--- src/rtl/router_pkg.sv ---
// rtl/router_pkg.sv - shared state type, header field positions and round-robin pick for the read arbiter
package router_pkg;

    typedef enum logic [1:0] {
        IDLE   = 2'd0,
        HDR    = 2'd1,
        HDR_WT = 2'd2,
        BODY   = 2'd3
    } arb_state_t;

    localparam int LEN_MSB  = 7;
    localparam int LEN_LSB  = 2;
    localparam int LEN_W    = LEN_MSB - LEN_LSB + 1;
    localparam int ADDR_MSB = 1;
    localparam int ADDR_LSB = 0;

    // First requesting channel strictly after 'last', wrapping 2 -> 0.
    function automatic logic [1:0] rr_pick(input logic [1:0] last, input logic [2:0] req);
        logic [1:0] pick;
        logic [1:0] cand;
        logic       found;
        pick  = last;
        cand  = last;
        found = 1'b0;
        for (int i = 0; i < 3; i++) begin
            cand = (cand == 2'd2) ? 2'd0 : cand + 2'd1;
            if (!found && req[cand]) begin
                pick  = cand;
                found = 1'b1;
            end
        end
        return pick;
    endfunction

endpackage

--- src/rtl/router_egress_queue.sv ---
// rtl/router_egress_queue.sv - two-entry egress FIFO carrying byte, sop/eop tags and source channel
module router_egress_queue #(
    parameter int DATA_W = 8
) (
    input  logic              clock,
    input  logic              reset,
    input  logic              push,
    input  logic [DATA_W-1:0] push_data,
    input  logic              push_sop,
    input  logic              push_eop,
    input  logic [1:0]        push_chan,
    input  logic              pop,
    output logic              out_valid,
    output logic [DATA_W-1:0] out_data,
    output logic              out_sop,
    output logic              out_eop,
    output logic [1:0]        out_chan,
    output logic [1:0]        count
);

    logic [DATA_W-1:0] data_mem [2];
    logic [1:0]        chan_mem [2];
    logic [1:0]        sop_mem;
    logic [1:0]        eop_mem;
    logic              wr_ptr;
    logic              rd_ptr;
    logic              do_pop;
    logic              do_push;

    assign out_valid = (count != 2'd0);
    assign do_pop    = pop && out_valid;
    assign do_push   = push && ((count != 2'd2) || do_pop);

    // Head entry is read straight from storage so it holds steady under backpressure.
    assign out_data  = data_mem[rd_ptr];
    assign out_sop   = sop_mem[rd_ptr];
    assign out_eop   = eop_mem[rd_ptr];
    assign out_chan  = chan_mem[rd_ptr];

    always_ff @(posedge clock) begin
        if (reset) begin
            for (int i = 0; i < 2; i++) begin
                data_mem[i] <= '0;
                chan_mem[i] <= 2'd0;
            end
            sop_mem <= 2'b00;
            eop_mem <= 2'b00;
            wr_ptr  <= 1'b0;
            rd_ptr  <= 1'b0;
            count   <= 2'd0;
        end else begin
            if (do_push) begin
                data_mem[wr_ptr] <= push_data;
                chan_mem[wr_ptr] <= push_chan;
                sop_mem[wr_ptr]  <= push_sop;
                eop_mem[wr_ptr]  <= push_eop;
                wr_ptr           <= ~wr_ptr;
            end
            if (do_pop) begin
                rd_ptr <= ~rd_ptr;
            end
            case ({do_push, do_pop})
                2'b10:   count <= count + 2'd1;
                2'b01:   count <= count - 2'd1;
                default: count <= count;
            endcase
        end
    end

endmodule

--- src/rtl/router_read_arbiter.sv ---
// rtl/router_read_arbiter.sv - round-robin packet-locked drain of three router FIFOs onto one egress stream
module router_read_arbiter
    import router_pkg::*;
#(
    parameter int DATA_W      = 8,
    parameter int STALL_LIMIT = 24
) (
    input  logic              clock,
    input  logic              reset,
    input  logic [2:0]        valid_out,
    input  logic [DATA_W-1:0] data_out_0,
    input  logic [DATA_W-1:0] data_out_1,
    input  logic [DATA_W-1:0] data_out_2,
    output logic [2:0]        read_en,
    input  logic              eg_ready,
    output logic              eg_valid,
    output logic [DATA_W-1:0] eg_data,
    output logic              eg_sop,
    output logic              eg_eop,
    output logic [1:0]        eg_chan,
    output logic              eg_abort
);

    localparam int REM_W   = LEN_W + 1;
    localparam int STALL_W = $clog2(STALL_LIMIT + 1);

    arb_state_t        state;
    logic [1:0]        rr_ptr;
    logic [1:0]        rr_next;
    logic [1:0]        grant;
    logic [REM_W-1:0]  remaining;
    logic [STALL_W-1:0] stall_cnt;
    logic              rd_pending;
    logic [1:0]        rd_chan;
    logic              rd_sop;
    logic              rd_eop;
    logic              abort_q;
    logic [DATA_W-1:0] rd_data;
    logic              chan_valid;
    logic              want_read;
    logic              credit;
    logic              rd_fire;
    logic              stall_tick;
    logic              stall_hit;
    logic [1:0]        q_count;
    logic [1:0]        q_chan;
    logic              q_pop;

    always_comb begin
        case (rd_chan)
            2'd0:    rd_data = data_out_0;
            2'd1:    rd_data = data_out_1;
            default: rd_data = data_out_2;
        endcase
        case (grant)
            2'd0:    chan_valid = valid_out[0];
            2'd1:    chan_valid = valid_out[1];
            default: chan_valid = valid_out[2];
        endcase
    end

    assign rr_next    = rr_pick(rr_ptr, valid_out);
    assign want_read  = (state == HDR) || ((state == BODY) && (remaining != '0));
    // A byte in flight from the FIFO already owns a queue slot.
    assign credit     = (q_count + {1'b0, rd_pending}) < 2'd2;
    assign rd_fire    = want_read && credit && chan_valid && !reset;
    assign read_en    = rd_fire ? (3'b001 << grant) : 3'b000;
    assign stall_tick = want_read && !chan_valid;
    assign stall_hit  = stall_tick && (stall_cnt == STALL_W'(STALL_LIMIT - 1));

    always_ff @(posedge clock) begin
        if (reset) begin
            state      <= IDLE;
            rr_ptr     <= 2'd2;
            grant      <= 2'd0;
            remaining  <= '0;
            stall_cnt  <= '0;
            rd_pending <= 1'b0;
            rd_chan    <= 2'd0;
            rd_sop     <= 1'b0;
            rd_eop     <= 1'b0;
            abort_q    <= 1'b0;
        end else begin
            abort_q    <= 1'b0;
            rd_pending <= rd_fire;
            if (rd_fire) begin
                rd_chan   <= grant;
                rd_sop    <= (state == HDR);
                rd_eop    <= (state == BODY) && (remaining == REM_W'(1));
                stall_cnt <= '0;
            end else if (stall_hit) begin
                stall_cnt <= '0;
                abort_q   <= 1'b1;
            end else if (stall_tick) begin
                stall_cnt <= stall_cnt + STALL_W'(1);
            end

            case (state)
                IDLE: begin
                    if (|valid_out) begin
                        grant  <= rr_next;
                        rr_ptr <= rr_next;
                        state  <= HDR;
                    end
                end
                HDR: begin
                    if (rd_fire) begin
                        state <= HDR_WT;
                    end else if (stall_hit) begin
                        state <= IDLE;
                    end
                end
                HDR_WT: begin
                    // Payload plus the trailing parity byte.
                    remaining <= {1'b0, rd_data[LEN_MSB:LEN_LSB]} + REM_W'(1);
                    state     <= BODY;
                end
                BODY: begin
                    if (rd_fire) begin
                        remaining <= remaining - REM_W'(1);
                    end else if (stall_hit) begin
                        state <= IDLE;
                    end else if ((remaining == '0) && !rd_pending) begin
                        state <= IDLE;
                    end
                end
                default: state <= IDLE;
            endcase
        end
    end

    assign q_pop = eg_valid && eg_ready;

    router_egress_queue #(
        .DATA_W(DATA_W)
    ) u_egress_queue (
        .clock     (clock),
        .reset     (reset),
        .push      (rd_pending),
        .push_data (rd_data),
        .push_sop  (rd_sop),
        .push_eop  (rd_eop),
        .push_chan (rd_chan),
        .pop       (q_pop),
        .out_valid (eg_valid),
        .out_data  (eg_data),
        .out_sop   (eg_sop),
        .out_eop   (eg_eop),
        .out_chan  (q_chan),
        .count     (q_count)
    );

    // During the abort pulse eg_chan names the truncated channel.
    assign eg_chan  = abort_q ? grant : q_chan;
    assign eg_abort = abort_q;

endmodule

--- config.mk ---
export PLATFORM = sky130hd
export DESIGN_NAME = router_read_arbiter
export DESIGN_NICKNAME = d
export VERILOG_FILES = /design/src/rtl/router_pkg.sv /design/src/rtl/router_egress_queue.sv /design/src/rtl/router_read_arbiter.sv
export SDC_FILE = /design/constraint.sdc
export NUM_CORES = 1
export LEC_CHECK = 0
export ABC_AREA = 1
export ABC_CLOCK_PERIOD_IN_PS = 1900
export CORE_MARGIN = 2
export CORE_UTILIZATION = 35
export CTS_BUF_LIST = sky130_fd_sc_hd__clkbuf_8
export DETAILED_ROUTE_END_ITERATION = 10
export GPL_ROUTABILITY_DRIVEN = 0
export PLACE_DENSITY = 0.59
export REMOVE_ABC_BUFFERS = 1
export SLEW_MARGIN = 0
export SYNTH_ARGS = -nofsm -noshare
export SYNTH_HDL_FRONTEND = slang
export SYNTH_SLANG_ARGS = --single-unit
--- constraint.sdc ---
create_clock -name clock -period 1.9 [get_ports clock]
set_input_delay 0.475 -clock clock [delete_from_list [all_inputs] [get_ports clock]]
set_output_delay 0.475 -clock clock [all_outputs]
set_load 0.02 [all_outputs]
### Word-level counts from Yosys, hierarchy flattened

Memory sizes are Yosys's and may differ from the RTL's. A register that Yosys moved wholly into a read port is not among the register bits.
Cells that the tools add are included.
W data, S select, Z words.

* output and inout bits: 17
* memories kept: 2
* input bits: 30
* word-level logic and storage cells: 143
* RAM bits: 20
* register bits: 32

* reductions and logical operators: 37
* $add $sub $neg: 9
* eq/ne operators: 18
* shift operators: 1
* magnitude comparators: 7
* muxes and demuxes: 52
* bitwise logic cells: 2

Memory list
* u_egress_queue.data_mem: depth 2, bits a word 8, read ports 1, clocked after Yosys merged registers in 1, wr ports 2, line router_egress_queue.sv:21 `logic [DATA_W-1:0] data_mem [2];`
* u_egress_queue.chan_mem: depth 2, bits a word 2, read ports 1, clocked after Yosys merged registers in 1, wr ports 2, line router_egress_queue.sv:22 `logic [1:0] chan_mem [2];`

Operator list (number)
* $mux W2: 14
* $mux W1: 24
* $pmux W8 S2: 1
* $logic_and A1 B1 Y1: 14
* $pmux W7 S2: 1
* $eq A2 B2 Y1 const B: 6
* $lt A2 B3 Y1 const B: 3
* $add A2 B1 Y2 const B: 4
* $eq A2 B1 Y1 const B: 4
* $mux W8: 1
* $ne A2 B2 Y1 const B: 4
* $pmux W2 S4: 1
* $reduce_or A8 Y1: 1
* $add A6 B1 Y7 const B: 1
* $eq A7 B1 Y1 const B: 1
* $logic_not A7 Y1: 1
* $mux W7: 1
* $reduce_bool A7 Y1: 1
* $sub A7 B1 Y7 const B: 1
* $bmux W1 S2: 3
* $logic_not A2 Y1: 3
* $reduce_bool A2 Y1: 3
* $reduce_or A3 Y1: 2
* $add A5 B1 Y5 const B: 1
* other kinds (20): 30

### Logic depth before layout (Yosys ltp)

* depth after elaboration: 11
* mapped depth: 14

### By module

Synthesis repeated with hierarchy kept, for this count alone.

* cell total of the unflattened synthesis: 380
* area, all modules: 2929.1 sq um

Modules (own cells, without submodules)
* router_read_arbiter: sequential area each 460.4 sq um, area an instance 1647.8 sq um, cells each 255, instances 1
* router_egress_queue: sequential area each 780.7 sq um, area an instance 1281.2 sq um, cells each 125, instances 1

### Least setup slack after synthesis

OpenSTA, ideal clock, no wires.

* kind: input-to-output
* start: in valid_out[1]
* end: out read_en[0]
* stages on the path: 6
* buffers on the path: 0
* data required time: 1.425 ns
* slack: -0.041 ns
* arrival: 1.466 ns
* cells stage by stage: inv_1 > nand3_1 > nand3_2 > nor2_4 > nand3_1 > nor3_1

* word-level cells in the longest chain between the ends: 4

Ends and longest elaborated chain
* start, declared: line router_read_arbiter.sv:10 `input logic [2:0] valid_out,`
* $pmux W1 S2: line router_read_arbiter.sv:55 `case (grant)`
* $logic_and A1 B1 Y1 (2 in a row): line router_read_arbiter.sv:66 `assign rd_fire = want_read && credit && chan_valid && !reset;`
* $mux W3: line router_read_arbiter.sv:67 `assign read_en = rd_fire ? (3'b001 << grant) : 3'b000;`
* end, declared: line router_read_arbiter.sv:14 `output logic [2:0] read_en,`

No other way between the ends.

### Worst setup path in the final report

* start: in valid_out[1]
* end: out read_en[1]

Same word-level chain as after synthesis.

==> results.ini <==
[timing]
finalSetupTns_ps=-437
setup_viol=4
tightest_slew_ps=583
grt_setup_unrepaired=true
relSlewSlack=0.609
clock.fmax_mhz=480
setup_slack_ps=-181
fin_worst_skew_ps=7.99
final_hold_viol_count=0
drv_slew=0
fin_crit_ps=2080
fin_crit_sh=1.10

[status]
violations=setup timing
status=complete, but fails checks

[drt]
totalWireLength_um=7130
dr.pass1.iters=4
vias=2753
drc=0
post_drt_wl_per_cell_um=11.8
final_antenna_net_count=0
vias_per_cell=4.55
first_iter_violations=112

[worst_setup_path]
slowest_stage=dlygate4sd2_1
cpPeakStageDelay_ps=230
worstSetupStartpoint=valid_out[1]
r2r_setup_slack_ps=10
cp.arrival_ps=1610
rr_endpoint=rd_chan[1]
path_cells=dlygate4sd2_1, inv_1, nand3_1, nand3_4, nor2_4, nand3_4, inv_4, nand2_2, nor2_1, buf_4
cp_common_cell=nand3_4
path_class=input pin to primary output
endpoint_kind=primary output
crit_path_start_kind=input pin
r2r_cells=18
critPathRequiredTime_ps=1420
crit_fanout=3
crit_end=read_en[1]
r2r-start=remaining[0]

[global_route]
grt_remaining_overflow=0
grt_pass1_wl_um=11700
first_global_vias=2526
grt_max_degree=23
track_usage=0.164
antenna_found_initial=0

[die]
core.rowCount=33
start_util=0.357
die_h_um=94.9
pin_count=47
dieArea_um2=9000
core_area_um2=8090
fp.dieW_um=94.9

[power_and_ir_drop]
power_mw=2.86
pwr-share-seq=0.446
intPower_mw=1.93
powerDensity_nw_per_um2=687
swShare=0.325
p_leak_nw=1.90
pwr-share-comb=0.325
switchingPower_mw=0.928
peakVddDrop_uv=336
clkPwrFrac=0.229

[clocking]
cts_max_level=2
cts_tree=yes
cts_buffer_depth=2
worstSkewPairLatency_ps=300
clkSinkCount=52
clkSlewWorstSetupHoldPaths_ps=100
cts_buffers=5
hold_buffers=0
cts_root_buffer=clkbuf_8

[synthesis]
synth_edf_count=20
synthDominantCellAreaShare=0.222
netlist_top_cells_count=83 x nand2_1, 52 x nor2_1, 46 x inv_1, 32 x dfxtp_1, 25 x o21ai_0
ys.flop_type=dfxtp_1
ys_ff_latch=52
yosysWarnings=0
async_flop_share=0
yosysSeqAreaShare=0.429
syn_area_um2=2890
yosys-top-cells-area=dfxtp_1 22%, edfxtp_1 21%, nand2_1 11%
synth_cells=378
yosysTopAreaCell=dfxtp_1
yosys.cell_types.count=42
synth.most_common_cell=nand2_1
synth.avg_cell_area_um2=7.65

[finish]
final_cells=605
utilization=0.515
drive_gt1_frac=0.292
diodes=0
area_growth_syn_to_layout_pct=44.0
fin_nets=535

[place]
dp.final_hpwl_um=5380
placed_cells=585
io_buffers=46

[flow_run]
maxCapViolations=0

[min_path]
min_path_type=flip-flop to flip-flop

## power by group through the flow
| stage | logic, mW | clock network [mW] | registers, mW |
|---|---|---|---|
| 2_1_floorplan | 0.457 | 0 | 1.30 |
| 3_3_place_gp | 0.886 | 0 | 1.30 |
| 3_5_place_dp | 0.898 | 0 | 1.30 |
| 4_1_cts | 0.919 | 0.660 | 1.27 |
| 5_1_grt | 1.03 | 0.715 | 1.29 |
| 6_report | 0.928 | 0.655 | 1.28 |
## worst min path at each step
stage,start,end,cells after the start,slack (ps)
floorplan,u_egress_queue.count[1],u_egress_queue.count[1],1,440
global placement,u_egress_queue.wr_ptr,u_egress_queue.wr_ptr,2,450
detailed placement,u_egress_queue.sop_mem[0],u_egress_queue.sop_mem[0],2,460
CTS,u_egress_queue.wr_ptr,u_egress_queue.wr_ptr,2,470
global route,u_egress_queue.wr_ptr,u_egress_queue.wr_ptr,2,500
finish,u_egress_queue.wr_ptr,u_egress_queue.wr_ptr,2,470
## cell type report
cell class | count | area (um^2)
Fill cell | 770 | 3930
Multi-Input combinational cell | 267 | 1470
Sequential cell | 52 | 1250
Timing Repair Buffer | 121 | 1020
Inverter | 52 | 203
Tap cell | 105 | 131
Clock buffer | 5 | 68.8
Clock inverter | 3 | 25.0
## critical path, delay by kind of cell
family	cells	cell delay, ps
simple gates	6	610
buf+inv	4	520
## layer usage
layer	global-route usage	routed length (um)
met4	0.0290	29
met3	0.0215	151
met2	0.281	3480
met1	0.223	3460
met5	0	0
## layout by cell type, fill, tap and decap left out, types with 2 or more instances in the layout
cell	n
xor2_1	3
nand2_1	81
buf_4	70
dfxtp_1	28
nand3_4	2
inv_6	2
nor2_1	51
buf_12	2
dlygate4sd2_1	7
clkbuf_2	7
dfxtp_2	3
ha_1	5
nor2_4	3
nor3_2	2
nor2_2	6
inv_1	40
nand2_4	5
o22ai_1	3
or2_1	3
buf_6	6
nand4_1	4
a22oi_1	5
a22o_2	2
o21ai_0	24
inv_2	9
a21oi_1	20
clkdlybuf4s15_1	2
clkdlybuf4s50_1	27
edfxtp_1	20
nand2_2	5
clkbuf_8	5
nand3_1	14
or2_2	2
nor3_1	6
o211ai_1	3
nand3_2	5
## cell families (layout without fill, tap and decap cells)
| kind of cell | Yosys count | in the layout | share of synthesized area |
|---|---|---|---|
| compound gates | 63 | 63 | 0.125 |
| fa+ha+maj | 6 | 6 | 0.0260 |
| flops | 52 | 52 | 0.429 |
| xor+xnor | 4 | 4 | 0.0121 |
| simple gates | 194 | 194 | 0.325 |
| buf+inv | 59 | 181 | 0.0835 |
## repair_timing
item                                   CTS  global route
endpoints found under the hold margin    0             0
pin swaps                               10             5
gates cloned                             0             0
gates resized for setup                 58            21
buffers inserted                        10             2
setup endpoints to repair               16            20
## through the flow
stage,hold WS [ps],cell area [um^2],setup slack (ps)
after CTS,472,4160,-191
after global routing,495,4160,-262
after detailed placement,455,3940,-906
final,469,4160,-181
after floorplan,438,2850,-60.1
after global placement,449,3940,-833
## sequential cells by signal, summed over array words and instances (netlist names), 2 cells and up, named ones only
| signal | flops |
|---|---|
| u_egress_queue.data_mem | 16 |
| u_egress_queue.count | 2 |
| stall_cnt | 5 |
| remaining | 7 |
| rr_ptr | 2 |
| u_egress_queue.chan_mem | 4 |
| u_egress_queue.eop_mem | 2 |
| rd_chan | 2 |
| u_egress_queue.sop_mem | 2 |
(Power assumes the default switching activity.)
